### src/rtl/reaction_timer_pkg.sv
// Shared types and constants for the reaction-time game blocks.
// Latency: n/a (types and a pure function only).
// Backpressure: n/a.
package reaction_timer_pkg;

    localparam int TIME_W = 13;
    localparam logic [TIME_W-1:0] BEST_NONE = 13'h1FFF;

    typedef enum logic [1:0] {
        IDLE,
        WAIT_RAND,
        GO,
        DONE
    } rt_state_t;

    // Smaller of two millisecond times; used for the best-time record.
    function automatic logic [TIME_W-1:0] min_time(input logic [TIME_W-1:0] a,
                                                  input logic [TIME_W-1:0] b);
        return (a < b) ? a : b;
    endfunction

endpackage

### src/rtl/reaction_timer_if.sv
// Game control/result bundle between the round controller and its environment.
// Latency: n/a (wires only).
// Backpressure: none; all controls are one-cycle pulses or levels.
interface reaction_timer_if;
    import reaction_timer_pkg::*;

    logic              start;
    logic              get_rand;
    logic              tick_1ms;
    logic              btn;
    logic              led_go;
    logic [TIME_W-1:0] react_ms;
    logic              result_valid;
    logic              foul;
    logic              timeout;
    logic [TIME_W-1:0] best_ms;

    // Environment side: drives round controls and the player button.
    modport master (
        output start, get_rand, tick_1ms, btn,
        input  led_go, react_ms, result_valid, foul, timeout, best_ms
    );

    // Controller side.
    modport slave (
        input  start, get_rand, tick_1ms, btn,
        output led_go, react_ms, result_valid, foul, timeout, best_ms
    );

endinterface

### src/rtl/btn_edge_sync.sv
// Synchronises an asynchronous button level and emits a one-cycle press pulse on its rising edge.
// Latency: pulse is high in the cycle after the second synchroniser flop captures the high level.
// Backpressure: none; a held button produces exactly one pulse.
module btn_edge_sync (
    input  logic i_clk,
    input  logic i_rst_n,
    input  logic i_btn,
    output logic o_press
);

    logic r_sync1;
    logic r_sync2;
    logic r_prev;

    // Two-flop synchroniser plus a delayed copy of the synchronised level for edge detection
    always_ff @(posedge i_clk or negedge i_rst_n) begin
        if (!i_rst_n) begin
            r_sync1 <= 1'b0;
            r_sync2 <= 1'b0;
            r_prev  <= 1'b0;
        end else begin
            r_sync1 <= i_btn;
            r_sync2 <= r_sync1;
            r_prev  <= r_sync2;
        end
    end

    assign o_press = r_sync2 & ~r_prev;

endmodule

### src/rtl/reaction_timer.sv
// Reaction-time round controller: waits for the random delay, lights GO, times the press, keeps best time.
// Latency: results register on the FSM edge; best_ms follows one edge later; press adds 2 sync cycles.
// Backpressure: none; results hold in DONE until the next start.
module reaction_timer
    import reaction_timer_pkg::*;
#(
    parameter int TIMEOUT_MS = 2000
) (
    input  logic           clk,
    input  logic           rst_n,
    reaction_timer_if.slave bus
);

    localparam logic [TIME_W-1:0] LP_TIMEOUT = TIME_W'(TIMEOUT_MS);

    logic              w_press;

    rt_state_t         r_state;
    logic [TIME_W-1:0] r_cnt;
    logic              r_led_go;
    logic [TIME_W-1:0] r_react_ms;
    logic              r_result_valid;
    logic              r_foul;
    logic              r_timeout;
    logic [TIME_W-1:0] r_best_ms;
    logic              r_best_pend;

    btn_edge_sync u_btn_sync (
        .i_clk   (clk),
        .i_rst_n (rst_n),
        .i_btn   (bus.btn),
        .o_press (w_press)
    );

    // Round FSM with registered outputs; start overrides every other event in every state
    always_ff @(posedge clk or negedge rst_n) begin
        if (!rst_n) begin
            r_state        <= IDLE;
            r_cnt          <= '0;
            r_led_go       <= 1'b0;
            r_react_ms     <= '0;
            r_result_valid <= 1'b0;
            r_foul         <= 1'b0;
            r_timeout      <= 1'b0;
            r_best_ms      <= BEST_NONE;
            r_best_pend    <= 1'b0;
        end else begin
            // A valid result from the previous edge folds into the record here, one edge later
            r_best_pend <= 1'b0;
            if (r_best_pend) begin
                r_best_ms <= min_time(r_best_ms, r_react_ms);
            end

            if (bus.start) begin
                r_state        <= WAIT_RAND;
                r_cnt          <= '0;
                r_led_go       <= 1'b0;
                r_react_ms     <= '0;
                r_result_valid <= 1'b0;
                r_foul         <= 1'b0;
                r_timeout      <= 1'b0;
            end else begin
                case (r_state)
                    IDLE: begin
                        r_state <= IDLE;
                    end
                    WAIT_RAND: begin
                        // An early press beats a same-cycle get_rand
                        if (w_press) begin
                            r_foul         <= 1'b1;
                            r_result_valid <= 1'b1;
                            r_state        <= DONE;
                        end else if (bus.get_rand) begin
                            r_led_go <= 1'b1;
                            r_cnt    <= '0;
                            r_state  <= GO;
                        end
                    end
                    GO: begin
                        // A press beats a same-cycle tick, so that tick is not counted
                        if (w_press) begin
                            r_react_ms     <= r_cnt;
                            r_led_go       <= 1'b0;
                            r_result_valid <= 1'b1;
                            r_best_pend    <= 1'b1;
                            r_state        <= DONE;
                        end else if (bus.tick_1ms) begin
                            // The tick that brings the count to the limit ends the round
                            if (r_cnt == LP_TIMEOUT - 1'b1) begin
                                r_cnt          <= LP_TIMEOUT;
                                r_timeout      <= 1'b1;
                                r_react_ms     <= LP_TIMEOUT;
                                r_led_go       <= 1'b0;
                                r_result_valid <= 1'b1;
                                r_state        <= DONE;
                            end else begin
                                r_cnt <= r_cnt + 1'b1;
                            end
                        end
                    end
                    DONE: begin
                        r_state <= DONE;
                    end
                    default: begin
                        r_state <= IDLE;
                    end
                endcase
            end
        end
    end

    assign bus.led_go       = r_led_go;
    assign bus.react_ms     = r_react_ms;
    assign bus.result_valid = r_result_valid;
    assign bus.foul         = r_foul;
    assign bus.timeout      = r_timeout;
    assign bus.best_ms      = r_best_ms;

endmodule

### src/flat_wrapper.sv
// flat-port wrapper written by rule: the top's interface ports become plain ports
module reaction_timer_flat import reaction_timer_pkg::*;
#(
    parameter int TIMEOUT_MS = 2000
)
  (clk, rst_n, bus_start, bus_get_rand, bus_tick_1ms, bus_btn, bus_led_go, bus_react_ms, bus_result_valid, bus_foul, bus_timeout, bus_best_ms);
  reaction_timer_if bus_i ();
  input  logic clk;
  input  logic rst_n;
  input wire logic [$bits(bus_i.start)-1:0] bus_start;
  input wire logic [$bits(bus_i.get_rand)-1:0] bus_get_rand;
  input wire logic [$bits(bus_i.tick_1ms)-1:0] bus_tick_1ms;
  input wire logic [$bits(bus_i.btn)-1:0] bus_btn;
  output wire logic [$bits(bus_i.led_go)-1:0] bus_led_go;
  output wire logic [$bits(bus_i.react_ms)-1:0] bus_react_ms;
  output wire logic [$bits(bus_i.result_valid)-1:0] bus_result_valid;
  output wire logic [$bits(bus_i.foul)-1:0] bus_foul;
  output wire logic [$bits(bus_i.timeout)-1:0] bus_timeout;
  output wire logic [$bits(bus_i.best_ms)-1:0] bus_best_ms;
  assign bus_i.start = bus_start;
  assign bus_i.get_rand = bus_get_rand;
  assign bus_i.tick_1ms = bus_tick_1ms;
  assign bus_i.btn = bus_btn;
  assign bus_led_go = bus_i.led_go;
  assign bus_react_ms = bus_i.react_ms;
  assign bus_result_valid = bus_i.result_valid;
  assign bus_foul = bus_i.foul;
  assign bus_timeout = bus_i.timeout;
  assign bus_best_ms = bus_i.best_ms;
  reaction_timer #(.TIMEOUT_MS(TIMEOUT_MS)) u_core (.clk(clk), .rst_n(rst_n), .bus(bus_i));
endmodule
### config.mk
export PLATFORM = sky130hd
export DESIGN_NAME = reaction_timer_flat
export DESIGN_NICKNAME = d
export VERILOG_FILES = /design/src/rtl/reaction_timer_pkg.sv /design/src/rtl/reaction_timer_if.sv /design/src/rtl/btn_edge_sync.sv /design/src/rtl/reaction_timer.sv /design/src/flat_wrapper.sv
export SDC_FILE = /design/constraint.sdc
export NUM_CORES = 1
export LEC_CHECK = 0
export BUFFER_PORTS_ARGS = -buffer_cell sky130_fd_sc_hd__buf_2
export CAP_MARGIN = 10
export CORE_AREA = 2 2 67 69
export DETAILED_ROUTE_END_ITERATION = 16
export DIE_AREA = 0 0 69 71
export PLACE_DENSITY = 0.83
export SLEW_MARGIN = 15
export SYNTH_ARGS = -nofsm -noshare
export SYNTH_HDL_FRONTEND = slang
export SYNTH_SLANG_ARGS = --single-unit
export TNS_END_PERCENT = 10
### constraint.sdc
create_clock -name clk -period 3.9 [get_ports clk]
set_clock_uncertainty 0.1 [all_clocks]
set_input_delay 0.195 -clock clk [delete_from_list [all_inputs] [get_ports clk]]
set_output_delay 0.195 -clock clk [all_outputs]
set_load 0.005 [all_outputs]
-- Yosys cells after proc, flatten, opt, wreduce, memory -nomap -nowiden
Index checks and enable logic that the tools add are counted.
- bits in latches: 0
- word-level logic and storage cells: 87
- register bits after elaboration: 49
- bits in read-only memories: 0
- input bits: 6
- output and inout bits: 30
- RAM bits: 0
- memories kept: 0
- equal/unequal tests: 13
- reduce and logical (&&, ||, !) cells: 17
- multiply operators: 0
- $add $sub $neg: 1
- muxes and demuxes: 40
- divide/modulo/power cells: 0
- shifts and indexed selects: 0
- bitwise gates (word level): 3
- order comparisons: 1
- operators with widths (kind ; number):
    13-bit two-way mux ; 11
    13-bit case mux with 2 select lines ; 1
    1-bit two-way mux ; 19
    3-bit inequality test, second input constant ; 5
    13-bit by 1-bit adder with 13-bit output, second input constant ; 1
    13-bit by 11-bit equality test with 1-bit output, second input constant ; 1
    13-bit < comparator ; 1
    2-bit two-way mux ; 6
    5-bit AND reduction ; 2
    2-bit nonzero test ; 5
    3-bit nonzero test ; 3
    4-bit inequality test, second input constant ; 2
    2-bit case mux with 4 select lines ; 1
    4-bit AND reduction ; 2
    3-bit AND reduction ; 2
    2-bit equality test, second input constant ; 2
    4-bit by 3-bit inequality test with 1-bit output, second input constant ; 1
    1-bit case mux with 2 select lines ; 2
    2-bit AND reduction ; 2
    2-bit by 1-bit equality test with 1-bit output, second input constant ; 1
    2-bit logical NOT ; 1
    2-bit inequality test, second input constant ; 1
    1-bit inverter ; 2
    1-bit bitwise AND ; 1

-- Logic depth before layout (Yosys ltp)
Gate-level depths: netlist of run 1.
- word-level depth: 6
- gate-level depth with buffers: 8
- mapped depth without buffers: 7

-- Cells and area by module
A second synthesis of run 1 with hierarchy kept.
- cells, all modules: 239
- area total of the unflattened synthesis: 2541.2 sq um
- modules (own cells, without submodules) (module ; area an instance (sq um) ; sequential area each (sq um) ; cells each ; instances):
    reaction_timer ; 2452.4 ; 1167.4 ; 235 ; 1
    btn_edge_sync ; 88.8 ; 75.1 ; 4 ; 1

-- Worst setup path after synthesis of run 1
No wires, ideal clock.
- kind: register to register
- from: reg u_core.r_react_ms[2], in the netlist u_core.bus.react_ms[2]
- to: reg u_core.r_best_ms[10], in the netlist u_core.bus.best_ms[10]
- path slack: 1.791 ns
- required time: 3.718 ns
- arrival: 1.927 ns
- cell stages (with the launch flop): 9
- period minus slack after synthesis: 2.109 ns
- path buffers: 1
- library setup time: 0.082 ns
- cells stage by stage: dfrtp_1 -> inv_1 -> ha_1 -> nand2_1 -> o21ai_0 -> a31oi_1 -> o41ai_2 -> buf_2 -> mux2_2
- longest elaborated chain between the ends: 3
- ends and longest elaborated chain (element ; line ; RTL):
    start, declared ; reaction_timer.sv:21 ; logic [TIME_W-1:0] r_react_ms;
    start signal, assigned ; reaction_timer.sv:82 ; r_react_ms <= r_cnt;
    13-bit < comparator ; reaction_timer_pkg.sv:19 ; return (a < b) ? a : b;
    1-bit inverter (no line) ; - ;
    2-bit AND reduction (no line) ; - ;
    end signal, assigned ; reaction_timer.sv:51 ; r_best_ms <= min_time(r_best_ms, r_react_ms);
    end, declared ; reaction_timer.sv:25 ; logic [TIME_W-1:0] r_best_ms;
No other way between the ends.
A chain may end at the register's enable or synchronous reset.

-- Worst setup path after layout of run 1
- from: reg u_core.r_cnt[0]
- to: reg u_core.r_react_ms[4], in the netlist u_core.bus.react_ms[4]
- longest elaborated chain between the ends: 3
- ends and longest elaborated chain (element ; line ; RTL):
    start, declared ; reaction_timer.sv:19 ; logic [TIME_W-1:0] r_cnt;
    start signal, assigned ; reaction_timer.sv:97 ; r_cnt <= r_cnt + 1'b1;
    13-bit by 11-bit equality test with 1-bit output ; reaction_timer.sv:89 ; if (r_cnt == LP_TIMEOUT - 1'b1) begin
    3-bit nonzero test (no line) ; - ;
    3-bit AND reduction (no line) ; - ;
No other way between the ends.

==> impl_summary.txt, run 1 <==
----------------------------------------------------
[Logic synthesis]
  Post-synthesis instance area ... 2490 µm²
  Synth area leaders ... sky130_fd_sc_hd__dfrtp_1 36%, sky130_fd_sc_hd__dfstp_2 14%, sky130_fd_sc_hd__ha_1 6.5%
  Yosys warning count ... 0
  Number of distinct library cells after synthesis ... 41
  Sequential element share of the synthesized area ... 49.90%
  Number of cells produced by synthesis ... 242
  Async set-reset flop share out of synthesis ... 100.0%
  Share of Yosys cell area claimed by the top area cell type ... a little over a third
  Top cell type by total area after synthesis ... sky130_fd_sc_hd__dfrtp_1
  EDFF count, synth ... 0
  Commonest cells post-synth ... 36 x sky130_fd_sc_hd__dfrtp_1, 26 x sky130_fd_sc_hd__o21ai_0, 20 x sky130_fd_sc_hd__a21oi_1, 20 x sky130_fd_sc_hd__nand2_1, 17 x sky130_fd_sc_hd__inv_1
  Synthesized area per cell ... 10.29 µm²
  Number of flip-flops and latches in the synthesized netlist ... slightly below 50
  Net Count, Synth ... roughly 260
  Flip-flop cell with the highest count after synthesis ... sky130_fd_sc_hd__dfrtp_1
  Library cell with the highest instance count after synthesis ... sky130_fd_sc_hd__dfrtp_1

[Floorplanning]
  Floorplan die height ... between 70 and 80 µm
  Standard-cell row count ... 24
  Core area ... 4204 µm²
  Initial Utilization ... roughly three fifths
  Area of the die ... 4899 µm²
  Die extent in x ... 69 µm
  Number of I/O pins ... 36

[Critical path]
  WS Path Type ... reg2reg
  Critical Path End Type ... register
  Launching element type of the critical path ... register
  Maximum fanout count along the critical path ... 10
  Family with the most delay on the worst path ... simple AND/OR/NAND/NOR gates
  Reg2reg setup slack ... 1.64 ns
  Depth of the most critical reg-to-reg path ... 6
  Number of buffer and inverter instances along the worst setup path ... 0
  Critical Path RT ... 4.05 ns
  Startpoint of the worst-slack reg-to-reg timing path ... u_core.r_cnt[0]$_DFFE_PN0P_
  Critical-path cell list ... ha_1 > nand3_1 > nor4_4 > a21oi_4 > nor2_4 > o221a_2
  Capturing point of the worst reg2reg path ... u_core.bus.react_ms[4]$_DFFE_PN0P_
  Delay of the slowest critical-path stage ... about 0.56 ns
  CP arrival ... 2.41 ns
  Worst-path cell with the longest stage delay ... sky130_fd_sc_hd__nor4_4

[Clock network]
  Root Buffer Master ... sky130_fd_sc_hd__clkbuf_8
  Resized cells post-CTS ... 0
  Number of buffers created by CTS ... 5
  CTS tree ... yes
  Setup bufs post-CTS ... 0
  Buffer levels on the longest clock path ... 2
  Sink Count ... 49
  Clock Latency Late Sink ... 0.30 ns
  Clock-pin transition on the worst setup and hold timing paths ... 0.09 ns
  Count of H-tree levels built during CTS ... 2

[Routing]
  Via-to-Cell Ratio ... 5.934
  Routed wire length ... 5.221 mm
  WL per Instance ... 15.73 µm
  Vias after detailed routing ... 1,970
  Final routed DRC violation total ... 0
  Violation count after the first detailed-route iteration ... 124
  Antenna violation net count after detailed routing ... 0
  Drt first pass iters ... 4

[Job]
  Max-capacitance violation count ... 0

[Hold path]
  Path category of the worst min-delay check ... in2reg
  Number of cells on the worst hold path ... 3
  Startpoint of the lowest-slack hold path ... bus_get_rand
  Endpoint of the worst hold-timing path ... u_core.bus.led_go$_DFFE_PN0P_

[Global routing]
  Global-route track usage on met3 ... 4.131%
  Largest net degree at the start of global routing ... 50
  Final global-route overflow total ... 0
  Busiest layer in global routing ... met2
  Global routing usage on met2 ... 39.96%
  Total global-route track usage ... between 20% and 30%
  Vias in the first global route ... 1,887
  Met1 GRT Util ... about 28%
  Wire length of the first global-routing pass ... 8.818 mm
  Antenna violations before repair ... 0

[STA]
  Rel. slew slack ... between 40% and 50%
  # setup viols final ... 0
  Total negative slack ... 0 ns
  Highest attainable clock frequency ... roughly 0.44 GHz
  Slew at the pin closest to its max-slew limit ... roughly 0.90 ns
  Setup repair after global routing missed its margin ... false
  Total count of max-transition violations in the final report ... 0
  Share of the cycle needed by the critical path after routing ... 58.06%
  Min Clock Period, post-route ... 2.264 ns
  Number of failing hold endpoints at the final stage ... 0

[Pwr]
  IR Drop Worst-Case VDD ... between 0.15 and 0.2 mV
  Leakage power ... 1.295 nW
  Cell area power density ... about 330 nW/µm²

[Finish]
  Synthesis-to-layout area growth ... 13.17%
  Number of diodes added for antenna fixing ... 0
  Layout Nets ... 298
  Share of final-layout standard cells stronger than drive strength 1 ... between 30% and 40%
  Fraction of the core area covered by cells at the end of the flow ... between 60 and 70%
  Non-filler cells in the finished layout ... 332

[Place]
  Input/output buffers ... 35
  Number of placed instances, taps included ... 322
  Weighted congestion reported at the end of routability-driven placement ... 0.8304
  Half-perimeter wire length after placement ... between 3 and 4 mm

[Outcome]
  Run status ... finished, final reports clean

----------------------------------------------------
-- worst max path at each step --
| stage | start | end | cells past startpoint |
|---|---|---|---|
| finish | u_core.r_cnt[0]$_DFFE_PN0P_ | u_core.bus.react_ms[4]$_DFFE_PN0P_ | 6 |
| global route | u_core.r_cnt[0]$_DFFE_PN0P_ | u_core.bus.react_ms[6]$_DFFE_PN0P_ | 6 |
| CTS | u_core.r_cnt[0]$_DFFE_PN0P_ | u_core.bus.react_ms[4]$_DFFE_PN0P_ | 6 |
| detailed placement | u_core.r_cnt[0]$_DFFE_PN0P_ | u_core.bus.react_ms[4]$_DFFE_PN0P_ | 6 |
| global placement | u_core.r_cnt[0]$_DFFE_PN0P_ | u_core.bus.react_ms[10]$_DFFE_PN0P_ | 6 |
| floorplan | u_core.bus.react_ms[2]$_DFFE_PN0P_ | u_core.bus.best_ms[10]$_DFFE_PN1P_ | 8 |
-- stage by stage --
stage	instance area (µm²)	worst slack [ns]	power, mW	hold slack (ns)
2_1_floorplan	2490	1.791	0.5821	-0.2006
3_3_place_gp	2699	1.687	0.6093	0.2040
3_5_place_dp	2699	1.677	0.6113	0.2043
4_1_cts	2805	1.652	0.9239	0.004919
5_1_grt	2818	1.515	0.9552	0.1063
6_report	2818	1.636	0.9177	0.1157
-- cell usage in the layout (no fill, tap or decap), types with 2 or more instances in the layout --
| cell type | synthesis | final |
|---|---|---|
| sky130_fd_sc_hd__dlygate4sd3_1 | 0 | 2 |
| sky130_fd_sc_hd__nor3_1 | 6 | 6 |
| sky130_fd_sc_hd__nand3_1 | 11 | 11 |
| sky130_fd_sc_hd__dfrtp_1 | 36 | 36 |
| sky130_fd_sc_hd__mux2_2 | 13 | 13 |
| sky130_fd_sc_hd__inv_1 | 17 | 17 |
| sky130_fd_sc_hd__nor2b_1 | 4 | 4 |
| sky130_fd_sc_hd__and3_1 | 2 | 2 |
| sky130_fd_sc_hd__nand2_1 | 20 | 20 |
| sky130_fd_sc_hd__nor2_1 | 13 | 13 |
| sky130_fd_sc_hd__a31oi_1 | 5 | 5 |
| sky130_fd_sc_hd__o31ai_1 | 5 | 5 |
| sky130_fd_sc_hd__ha_1 | 13 | 13 |
| sky130_fd_sc_hd__buf_2 | 1 | 34 |
| sky130_fd_sc_hd__clkbuf_8 | 0 | 6 |
| sky130_fd_sc_hd__nand2b_1 | 2 | 2 |
| sky130_fd_sc_hd__dfstp_2 | 13 | 13 |
| sky130_fd_sc_hd__o221a_2 | 6 | 6 |
| sky130_fd_sc_hd__a21oi_1 | 20 | 20 |
| sky130_fd_sc_hd__and3b_1 | 2 | 2 |
| sky130_fd_sc_hd__buf_4 | 0 | 2 |
| sky130_fd_sc_hd__o21ai_0 | 26 | 26 |
-- worst reg2reg max path, stage by stage (launching register included) --
cell and delay, ns:
sky130_fd_sc_hd__dfrtp_1 0.45, sky130_fd_sc_hd__ha_1 0.23, sky130_fd_sc_hd__nand3_1 0.24, sky130_fd_sc_hd__nor4_4 0.56, sky130_fd_sc_hd__a21oi_4 0.20, sky130_fd_sc_hd__nor2_4 0.21
sky130_fd_sc_hd__o221a_2 0.22
-- area by class of cell --
type,count,area (µm²)
Clock inverter,2,13.76
Sequential cell,49,1242
Fill cell,334,1386
Clock buffer,6,82.58
Multi-Input combinational cell,168,1145
Tap cell,52,65.06
Timing Repair Buffer,38,205.2
Inverter,17,63.81
-- state kept, by name, summed over array words and instances (netlist names) --
signal                     count
u_core.bus.led_go              1
u_core.bus.result_valid        1
u_core.u_btn_sync.r_sync2      1
u_core.u_btn_sync.r_prev       1
u_core.bus.react_ms           13
u_core.bus.foul                1
u_core.bus.best_ms            13
u_core.r_best_pend             1
u_core.bus.timeout             1
u_core.r_cnt                  13
u_core.u_btn_sync.r_sync1      1
u_core.r_state                 2
-- what timing repair did --
action | in CTS | in global routing
endpoints found under the setup margin | 0 | 0
hold buffers | 1 | 1
hold endpoints to repair | 1 | 36
-- layer usage --
layer  wire, µm  vias up
li1           -      945
met1       2229      963
met2       2693       58
met3        238        4
met4         59        0
met5          0        -
-- cell families after synthesis --
family	count (synthesis)	share of synthesized area [%]
adder cells (fa/ha/maj)	13	6.533
multiplexers	13	5.879
buffers and inverters	25	4.120
flip-flops	49	49.90
AND/OR/NAND/NOR	70	14.98
AO/OA/AOI/OAI	72	18.59
-- where the power goes --
part	internal [mW]	total, mW	switching [mW]	leakage (nW)
clock	0.144	0.314	0.170	0.0512
combinational	0.0269	0.0732	0.0463	0.620
sequential	0.520	0.530	0.0103	0.623
Note: power is estimated with default switching activity, not from simulation.
==> run 2, diff against run 1 <==
--- a/config.mk
+++ b/config.mk
@@ -5,12 +5,13 @@
 export SDC_FILE = /design/constraint.sdc
 export NUM_CORES = 1
 export LEC_CHECK = 0
+export ABC_AREA = 1
 export BUFFER_PORTS_ARGS = -buffer_cell sky130_fd_sc_hd__buf_2
 export CAP_MARGIN = 10
-export CORE_AREA = 2 2 67 69
+export CORE_AREA = 2 2 74 76
 export DETAILED_ROUTE_END_ITERATION = 16
-export DIE_AREA = 0 0 69 71
-export PLACE_DENSITY = 0.83
+export DIE_AREA = 0 0 76 78
+export PLACE_DENSITY = 0.78
 export SLEW_MARGIN = 15
 export SYNTH_ARGS = -nofsm -noshare
 export SYNTH_HDL_FRONTEND = slang
==> constraint.sdc (replaced) <==
create_clock -name clk -period 2.3 [get_ports clk]
set_clock_uncertainty 0.1 [all_clocks]
set_input_delay 0.115 -clock clk [delete_from_list [all_inputs] [get_ports clk]]
set_output_delay 0.115 -clock clk [all_outputs]
set_load 0.005 [all_outputs]
==> run 2 against run 1 <==
Against the previous run: combinational power grew to 5.9 times the previous value; highest routed layer unchanged; flip-flop and latch count stayed put; synthesized area is 15% higher; worst setup slack worse by 1.3 ns; cell count is 43% higher; sequential power is 87% higher; critical path type unchanged.
==> impl_summary.txt, run 2 <==
----------------------------------------------------
[Outcome]
  Run status ... finished, final reports clean

[Pwr]
  IR Drop Worst-Case VDD ... 0.3153 mV (+96%)
  Leakage power ... 1.654 nW (+28%)
  Cell area power density ... 639.4 nW/µm² (+96%)
  Power, Total ... 2.067 mW (+130%)

[Clock network]
  CTS tree ... yes
  Sink Count ... 49 (unchanged)
  Clock Latency Late Sink ... 0.30 ns (about the same)
  Resized cells post-CTS ... 0 (unchanged)
  Clock-pin transition on the worst setup and hold timing paths ... 0.09 ns (about the same)
  Cts-stage hold buffer count ... 2 (+1)
  Root Buffer Master ... sky130_fd_sc_hd__clkbuf_8
  Buffer levels on the longest clock path ... 2 (unchanged)
  Count of H-tree levels built during CTS ... 2 (unchanged)
  Number of buffers created by CTS ... 5 (unchanged)
  Setup bufs post-CTS ... 0 (unchanged)

[Finish]
  Leading cell type in the layout, fill and taps excluded ... sky130_fd_sc_hd__nand2_1
  Leading cell types in the layout, fill and taps excluded ... 128 x sky130_fd_sc_hd__nand2_1, 46 x sky130_fd_sc_hd__inv_1, 36 x sky130_fd_sc_hd__dfrtp_1
  Share of final-layout standard cells stronger than drive strength 1 ... 22.22% (-8.1 points)
  Number of diodes added for antenna fixing ... 0 (unchanged)
  Fraction of the core area covered by cells at the end of the flow ... 64.09% (-2.9 points)
  Register area ... 1242 µm² (unchanged)
  Layout Nets ... 423 (+42%)
  Area of the multi-input gates ... 1360 µm² (+19%)
  Filler cell count ... 451 (+35%)
  Synthesis-to-layout area growth ... 12.45%

[Critical path]
  Critical Path End Type ... register
  Launching element type of the critical path ... register
  Maximum fanout count along the critical path ... 26 (+16)
  Critical Path RT ... 2.39 ns (-1.66 ns)
  Critical-path cell list ... ha_1 > nand3_2 > nor2_2 > nand3_2 > nand2_2 > nand3_4 > nand2_1 > o21ai_2
  Cell seen most often among critical-path stages ... sky130_fd_sc_hd__nand3_2
  Worst-path cell with the longest stage delay ... sky130_fd_sc_hd__dfrtp_1
  CP arrival ... 2.03 ns (-0.38 ns)
  Delay of the slowest critical-path stage ... 0.45 ns (-0.11 ns)
  WS Path Type ... reg2reg

[Logic synthesis]
  Post-synthesis instance area ... 2874 µm² (+15%)
  Share of synthesized area spent on multiplexers ... 0% (-5.9 points)
  Synthesized area per cell ... 7.810 µm² (-24%)
  Largest family of logic cells by synthesized area ... simple AND/OR/NAND/NOR gates
  Top cell type by total area after synthesis ... sky130_fd_sc_hd__dfrtp_1
  Adder-cell share of the synthesized area ... 5.660% (-0.87 points)
  Net Count, Synth ... 387 (+48%)
  Flip-flop cell with the highest count after synthesis ... sky130_fd_sc_hd__dfrtp_1
  Sequential element share of the synthesized area ... 43.23% (-6.7 points)
  Async set-reset flop share out of synthesis ... 100.0% (unchanged)
  Library cell with the highest instance count after synthesis ... sky130_fd_sc_hd__nand2_1
  Commonest cells post-synth ... 128 x sky130_fd_sc_hd__nand2_1, 46 x sky130_fd_sc_hd__inv_1, 36 x sky130_fd_sc_hd__dfrtp_1
  Fraction of synthesized cell area in xor and xnor cells ... 1.524% (+1.5 points)
  Number of cells produced by synthesis ... 368 (+52%)
  Area fraction in compound gates after synthesis ... 8.228% (-10 points)
  Synth area leaders ... sky130_fd_sc_hd__dfrtp_1 31%, sky130_fd_sc_hd__nand2_1 17%, sky130_fd_sc_hd__dfstp_2 12%
  Number of flip-flops and latches in the synthesized netlist ... 49 (unchanged)
  Simple-gate area share of the yosys netlist ... 31.91% (+17 points)
  Number of distinct library cells after synthesis ... 28 (-32%)
  Share of Yosys cell area claimed by the top area cell type ... 31.35% (-4.8 points)
  EDFF count, synth ... 0 (unchanged)
  Yosys warning count ... 0 (unchanged)

[Global routing]
  Wire length of the first global-routing pass ... 10.39 mm (+18%)
  Vias in the first global route ... 2,335 (+24%)
  Largest net degree at the start of global routing ... 27 (-46%)
  Final global-route overflow total ... 0 (unchanged)
  Antenna violations before repair ... 0 (unchanged)
  Total global-route track usage ... 21.62% (-1.1 points)

[STA]
  Total count of max-transition violations in the final report ... 0 (unchanged)
  Total negative slack ... 0 ns (unchanged)
  Rel. slew slack ... 60.54% (+21 points)
  Number of failing hold endpoints at the final stage ... 0 (unchanged)
  Share of the cycle needed by the critical path after routing ... 84.11% (+26 points)
  Slew at the pin closest to its max-slew limit ... 0.5919 ns (-0.3067 ns)
  Min Clock Period, post-route ... 1.934 ns (-0.3298 ns)
  Post-route worst hold slack ... 0.03491 ns (-0.08077 ns)
  Setup repair after global routing missed its margin ... false
  Highest attainable clock frequency ... 0.5169 GHz (+17%)
  # setup viols final ... 0 (unchanged)

[Floorplanning]
  Number of I/O pins ... 36 (unchanged)
  Floorplan die height ... 78 µm (+9.9%)
  Area of the die ... 5928 µm² (+21%)
  Core area ... 5042 µm² (+20%)
  Standard-cell row count ... 26 (+8.3%)
  Die extent in x ... 76 µm (+10%)
  Initial Utilization ... 57.00% (-2.2 points)

[Routing]
  Routed wire length ... 5.912 mm (+13%)
  Drt first pass iters ... 4 (unchanged)
  Final routed DRC violation total ... 0 (unchanged)
  Violation count after the first detailed-route iteration ... 153 (+23%)
  Via-to-Cell Ratio ... 5.133 (-14%)
  Vias after detailed routing ... 2,438 (+24%)
  WL per Instance ... 12.45 µm (-21%)
  Antenna violation net count after detailed routing ... 0 (unchanged)

[Job]
  Max-capacitance violation count ... 0 (unchanged)

[Place]
  Weighted congestion reported at the end of routability-driven placement ... 0.9181 (+11%)
  Half-perimeter wire length after placement ... 4.310 mm (+15%)
  Input/output buffers ... 35 (unchanged)

[Hold path]
  Path category of the worst min-delay check ... in2reg

----------------------------------------------------
[run 2: final cells by class]
cell class	count	share of cell area (%)
clock buffer	6	2.555
clock inverter	2	1.161
inverter	49	5.691
multi-input combinational	258	42.08
sequential	49	38.44
tap	70	2.710
timing repair buffer	41	7.356
[run 2: power breakdown]
| part | internal, mW | leakage [nW] | total, mW | switching, mW |
|---|---|---|---|---|
| clock | 0.354 | 0.0574 | 0.646 | 0.292 |
| combinational | 0.156 | 0.984 | 0.429 | 0.274 |
| sequential | 0.933 | 0.612 | 0.991 | 0.0583 |
| total | 1.44 | 1.65 | 2.07 | 0.624 |
[run 2: metrics by stage]
stage	instances	setup slack [ns]	cell area, µm²
3_3_place_gp	465	0.4339	3092
4_1_cts	475	0.3681	3232
6_report	475	0.3655	3232
5_1_grt	475	0.1955	3232
2_1_floorplan	368	0.5691	2874
3_5_place_dp	465	0.3771	3092
[run 2: cells by family (layout without fill, tap and decap cells)]
kind of cell,Yosys count,after routing
adders and majority gates,13,13
buffers and inverters,61,98
and+or+nand+nor,203,203
DFF,49,49
xor gates and xnor gates,5,5
AOI/OAI and AO/OA,37,37
[run 2: worst paths after layout]
| path | startpoint | end | slack (ns) | cells after the start |
|---|---|---|---|---|
| worst max-delay path | u_core.r_cnt[1]$_DFFE_PN0P_ | u_core.bus.react_ms[7]$_DFFE_PN0P_ | 0.37 | 8 |
| worst min-delay path | bus_start | u_core.r_state[1]$_DFFE_PN0P_ | 0.03 | 2 |
| worst max register to register | u_core.r_cnt[1]$_DFFE_PN0P_ | u_core.bus.react_ms[7]$_DFFE_PN0P_ | 0.37 | 8 |
| worst min register to register | u_core.u_btn_sync.r_sync1$_DFF_PN0_ | u_core.u_btn_sync.r_sync2$_DFF_PN0_ | 0.26 | 0 |
| max in group asynchronous | rst_n | u_core.r_cnt[8]$_DFFE_PN0P_ | 1.32 | 3 |
| min in group asynchronous | rst_n | u_core.bus.react_ms[4]$_DFFE_PN0P_ | 0.25 | 2 |
[run 2: routing by layer]
| metal | wire [µm] | GRT usage (%) |
|---|---|---|
| met5 | 0 | 0 |
| met3 | 250 | 3.953 |
| met2 | 2877 | 35.98 |
| met1 | 2697 | 28.44 |
| met4 | 86 | 7.818 |
[run 2: critical path, delay by kind of cell, from the launching register on]
| family | cells | cell delay [ns] |
|---|---|---|
| compound gates | 1 | 0.06 |
| fa+ha+maj | 1 | 0.27 |
| simple gates | 6 | 0.95 |
| flops | 1 | 0.45 |
==> run 3, diff against run 2 <==
==> constraint.sdc (replaced) <==
create_clock -name clk -period 1.8 [get_ports clk]
set_clock_uncertainty 0.1 [all_clocks]
set_input_delay 0.09 -clock clk [delete_from_list [all_inputs] [get_ports clk]]
set_output_delay 0.09 -clock clk [all_outputs]
set_load 0.005 [all_outputs]
==> run 3 against run 2 <==
Against the previous run: the run now ends with setup timing left; utilization is 7.1 points higher; flip-flop and latch count stayed put; clock power is 28% higher; die area stayed put; sequential share of layout area is 3.8 points lower; global-route usage is 0.66 points higher; combinational power is 85% higher; via count is 7.7% higher; wire length is 16% higher; clock-buffer cell count is 1 higher; critical path depth stayed put; critical path type unchanged; critical endpoint is now u_core.bus.best_ms[12]$_DFFE_PN1P_; largest cell class unchanged.
==> impl_summary.txt, run 3 (synthesized netlist as in run 2, its figures left out) <==
----------------------------------------------------
[STA]
  Share of the cycle needed by the critical path after routing ... 103.5% (+19 points)
  Final worst setup slack ... -0.06350 ns (-0.4290 ns)
  # setup viols final ... 13 (+13)
  Total count of max-transition violations in the final report ... 0 (unchanged)
  Rel. slew slack ... 68.32% (+7.8 points)
  Setup repair after global routing missed its margin ... true
  Total negative slack ... -0.5007 ns (-0.5007 ns)
  Number of failing hold endpoints at the final stage ... 0 (unchanged)
  Highest attainable clock frequency ... 0.5366 GHz (+3.8%)
  Min Clock Period, post-route ... 1.864 ns (-0.07096 ns)
  Slew at the pin closest to its max-slew limit ... 0.4752 ns (-0.1167 ns)

[Clock network]
  Count of H-tree levels built during CTS ... 2 (unchanged)
  CTS tree ... yes
  Clock-pin transition on the worst setup and hold timing paths ... 0.09 ns (about the same)
  Sink Count ... 49 (unchanged)
  Buffer levels on the longest clock path ... 2 (unchanged)
  Number of buffers created by CTS ... 5 (unchanged)
  Root Buffer Master ... sky130_fd_sc_hd__clkbuf_8
  Clock Latency Late Sink ... 0.30 ns (about the same)

[Outcome]
  Violated checks ... setup timing
  Run status ... finished with violations

[Global routing]
  Total global-route track usage ... 22.27% (+0.66 points)
  Wire length of the first global-routing pass ... 10.82 mm (+4.1%)
  Antenna violations before repair ... 0 (unchanged)
  Vias in the first global route ... 2,501 (+7.1%)
  Largest net degree at the start of global routing ... 50 (+85%)
  Final global-route overflow total ... 0 (unchanged)

[Job]
  Max-capacitance violation count ... 0 (unchanged)

[Routing]
  WL per Instance ... 13.69 µm (+10%)
  Antenna violation net count after detailed routing ... 0 (unchanged)
  Drt first pass iters ... 5 (+1)
  Violation count after the first detailed-route iteration ... 173 (+13%)
  Vias after detailed routing ... 2,625 (+7.7%)
  Routed wire length ... 6.857 mm (+16%)
  Final routed DRC violation total ... 0 (unchanged)
  Via-to-Cell Ratio ... 5.240 (+2.1%)

[Critical path]
  WS Path Type ... reg2reg
  Cell seen most often among critical-path stages ... sky130_fd_sc_hd__nand2_1
  CP arrival ... 2.01 ns (-0.02 ns)
  Maximum fanout count along the critical path ... 5 (-81%)
  Critical Path End Type ... register
  Number of buffer and inverter instances along the worst setup path ... 1 (+1)
  Worst-path cell with the longest stage delay ... sky130_fd_sc_hd__dfstp_2
  Family with the most delay on the worst path ... flip-flops
  Delay of the slowest critical-path stage ... 0.57 ns (+0.12 ns)
  Launching element type of the critical path ... register
  Critical-path cell list ... ha_4 > a21oi_1 > nand2_1 > a21oi_2 > nand2_2 > buf_4 > nand3_1 > nand2_1
  Critical Path RT ... 1.94 ns (-0.45 ns)

[Floorplanning]
  Floorplan die height ... 78 µm (unchanged)
  Die extent in x ... 76 µm (unchanged)
  Area of the die ... 5928 µm² (unchanged)
  Standard-cell row count ... 26 (unchanged)
  Core area ... 5042 µm² (unchanged)
  Number of I/O pins ... 36 (unchanged)
  Initial Utilization ... 57.00% (unchanged)

[Finish]
  Leading cell types in the layout, fill and taps excluded ... 117 x sky130_fd_sc_hd__nand2_1, 42 x sky130_fd_sc_hd__inv_1, 36 x sky130_fd_sc_hd__dfrtp_1
  Number of diodes added for antenna fixing ... 0 (unchanged)
  Total non-filler cell area in the finished layout ... 3590 µm² (+11%)
  Leading cell type in the layout, fill and taps excluded ... sky130_fd_sc_hd__nand2_1
  Non-filler cells in the finished layout ... 501 (+5.5%)
  Layout Nets ... 449 (+6.1%)
  Share of final-layout standard cells stronger than drive strength 1 ... 32.71% (+10 points)
  Synthesis-to-layout area growth ... 24.90%

[Pwr]
  Combinational cell fraction of total power ... 27.6% (+6.8 points)
  Sequential share of power ... 43.8% (-4.2 points)
  IR Drop Worst-Case VDD ... 0.3830 mV (+21%)
  Clock Power Share ... 28.7% (-2.5 points)
  Internal cell power ... 1.978 mW (+37%)
  Switching part of the total ... 31.36% (+1.2 points)
  Net Sw Power ... 0.9038 mW (+45%)
  Leakage power ... 1.806 nW (+9.2%)
  Power, Total ... 2.882 mW (+39%)
  Cell area power density ... 802.9 nW/µm² (+26%)

[Place]
  Input/output buffers ... 35 (unchanged)
  Half-perimeter wire length after placement ... 4.483 mm (+4.0%)
  Number of placed instances, taps included ... 483 (+3.9%)
  Placed cell area ... 3239 µm² (+4.8%)
  Weighted congestion reported at the end of routability-driven placement ... 0.8696 (-5.3%)

[Hold path]
  Path category of the worst min-delay check ... in2reg

----------------------------------------------------
==> run 3: routing by layer <==
metal	global-route usage, %	share of wire, %	vias up
met4	10.18	2.1	0
met5	0	0	-
met3	4.186	5.3	17
met2	39.38	51	104
met1	26.41	42	1214
li1	-	-	1290
==> run 3: layout make-up <==
| class | count | area, µm² |
|---|---|---|
| multi-input cells | 258 | 1503 |
| fillers | 365 | 1453 |
| flip-flops and latches | 49 | 1242 |
| repair buffers | 67 | 456.7 |
| inverters | 49 | 183.9 |
| well taps | 70 | 87.58 |
| clock buffers | 7 | 86.33 |
| clock inverters | 1 | 30.03 |
==> run 3: worst paths after layout <==
check	startpoint	endpoint	slack [ns]	cells past startpoint
min in group asynchronous	rst_n	u_core.bus.react_ms[6]$_DFFE_PN0P_	0.21	3
max reg2reg	u_core.bus.best_ms[8]$_DFFE_PN1P_	u_core.bus.best_ms[12]$_DFFE_PN1P_	-0.06	8
min reg2reg	u_core.u_btn_sync.r_sync1$_DFF_PN0_	u_core.u_btn_sync.r_sync2$_DFF_PN0_	0.26	0
min	bus_start	u_core.r_state[1]$_DFFE_PN0P_	0.0004	2
max	u_core.bus.best_ms[8]$_DFFE_PN1P_	u_core.bus.best_ms[12]$_DFFE_PN1P_	-0.06	8
max in group asynchronous	rst_n	u_core.bus.best_ms[4]$_DFFE_PN1P_	1.11	3
==> run 3: repair_timing <==
item | 4_1_cts | 5_1_grt
hold buffers | 2 | 0
pin swaps | 1 | 16
endpoints found under the setup margin | 13 | 34
resized for setup | 3 | 29
setup buffers | 1 | 7
hold endpoints to repair | 50 | 0
==> run 3: worst register-to-register path, delay by kind of cell, from the launching register on <==
family	cells	cell delay, ns
AOI/OAI and AO/OA	2	0.37
adders and majority gates	1	0.21
buffers and inverters	1	0.16
DFF	1	0.57
and+or+nand+nor	4	0.40
==> run 3: power groups by stage <==
| stage | sequential, mW | combinational, mW | clock [mW] |
|---|---|---|---|
| after floorplan | 1.28 | 0.372 | 0 |
| after global placement | 1.27 | 0.592 | 0 |
| after detailed placement | 1.28 | 0.613 | 0 |
| after CTS | 1.25 | 0.643 | 0.840 |
| after global routing | 1.27 | 0.867 | 0.894 |
| final | 1.26 | 0.795 | 0.826 |
==> run 3: metrics by stage <==
step           utilization [%]  worst slack, ns  hold WS (ns)
2_1_floorplan                -          0.06913       -0.3056
3_3_place_gp             64.24          0.07597     -0.001264
4_1_cts                  67.27       0.00006462      0.006812
6_report                 71.19         -0.06350     0.0003819
3_5_place_dp             64.24         -0.01512     -0.001705
5_1_grt                  71.19          -0.1521       0.02376
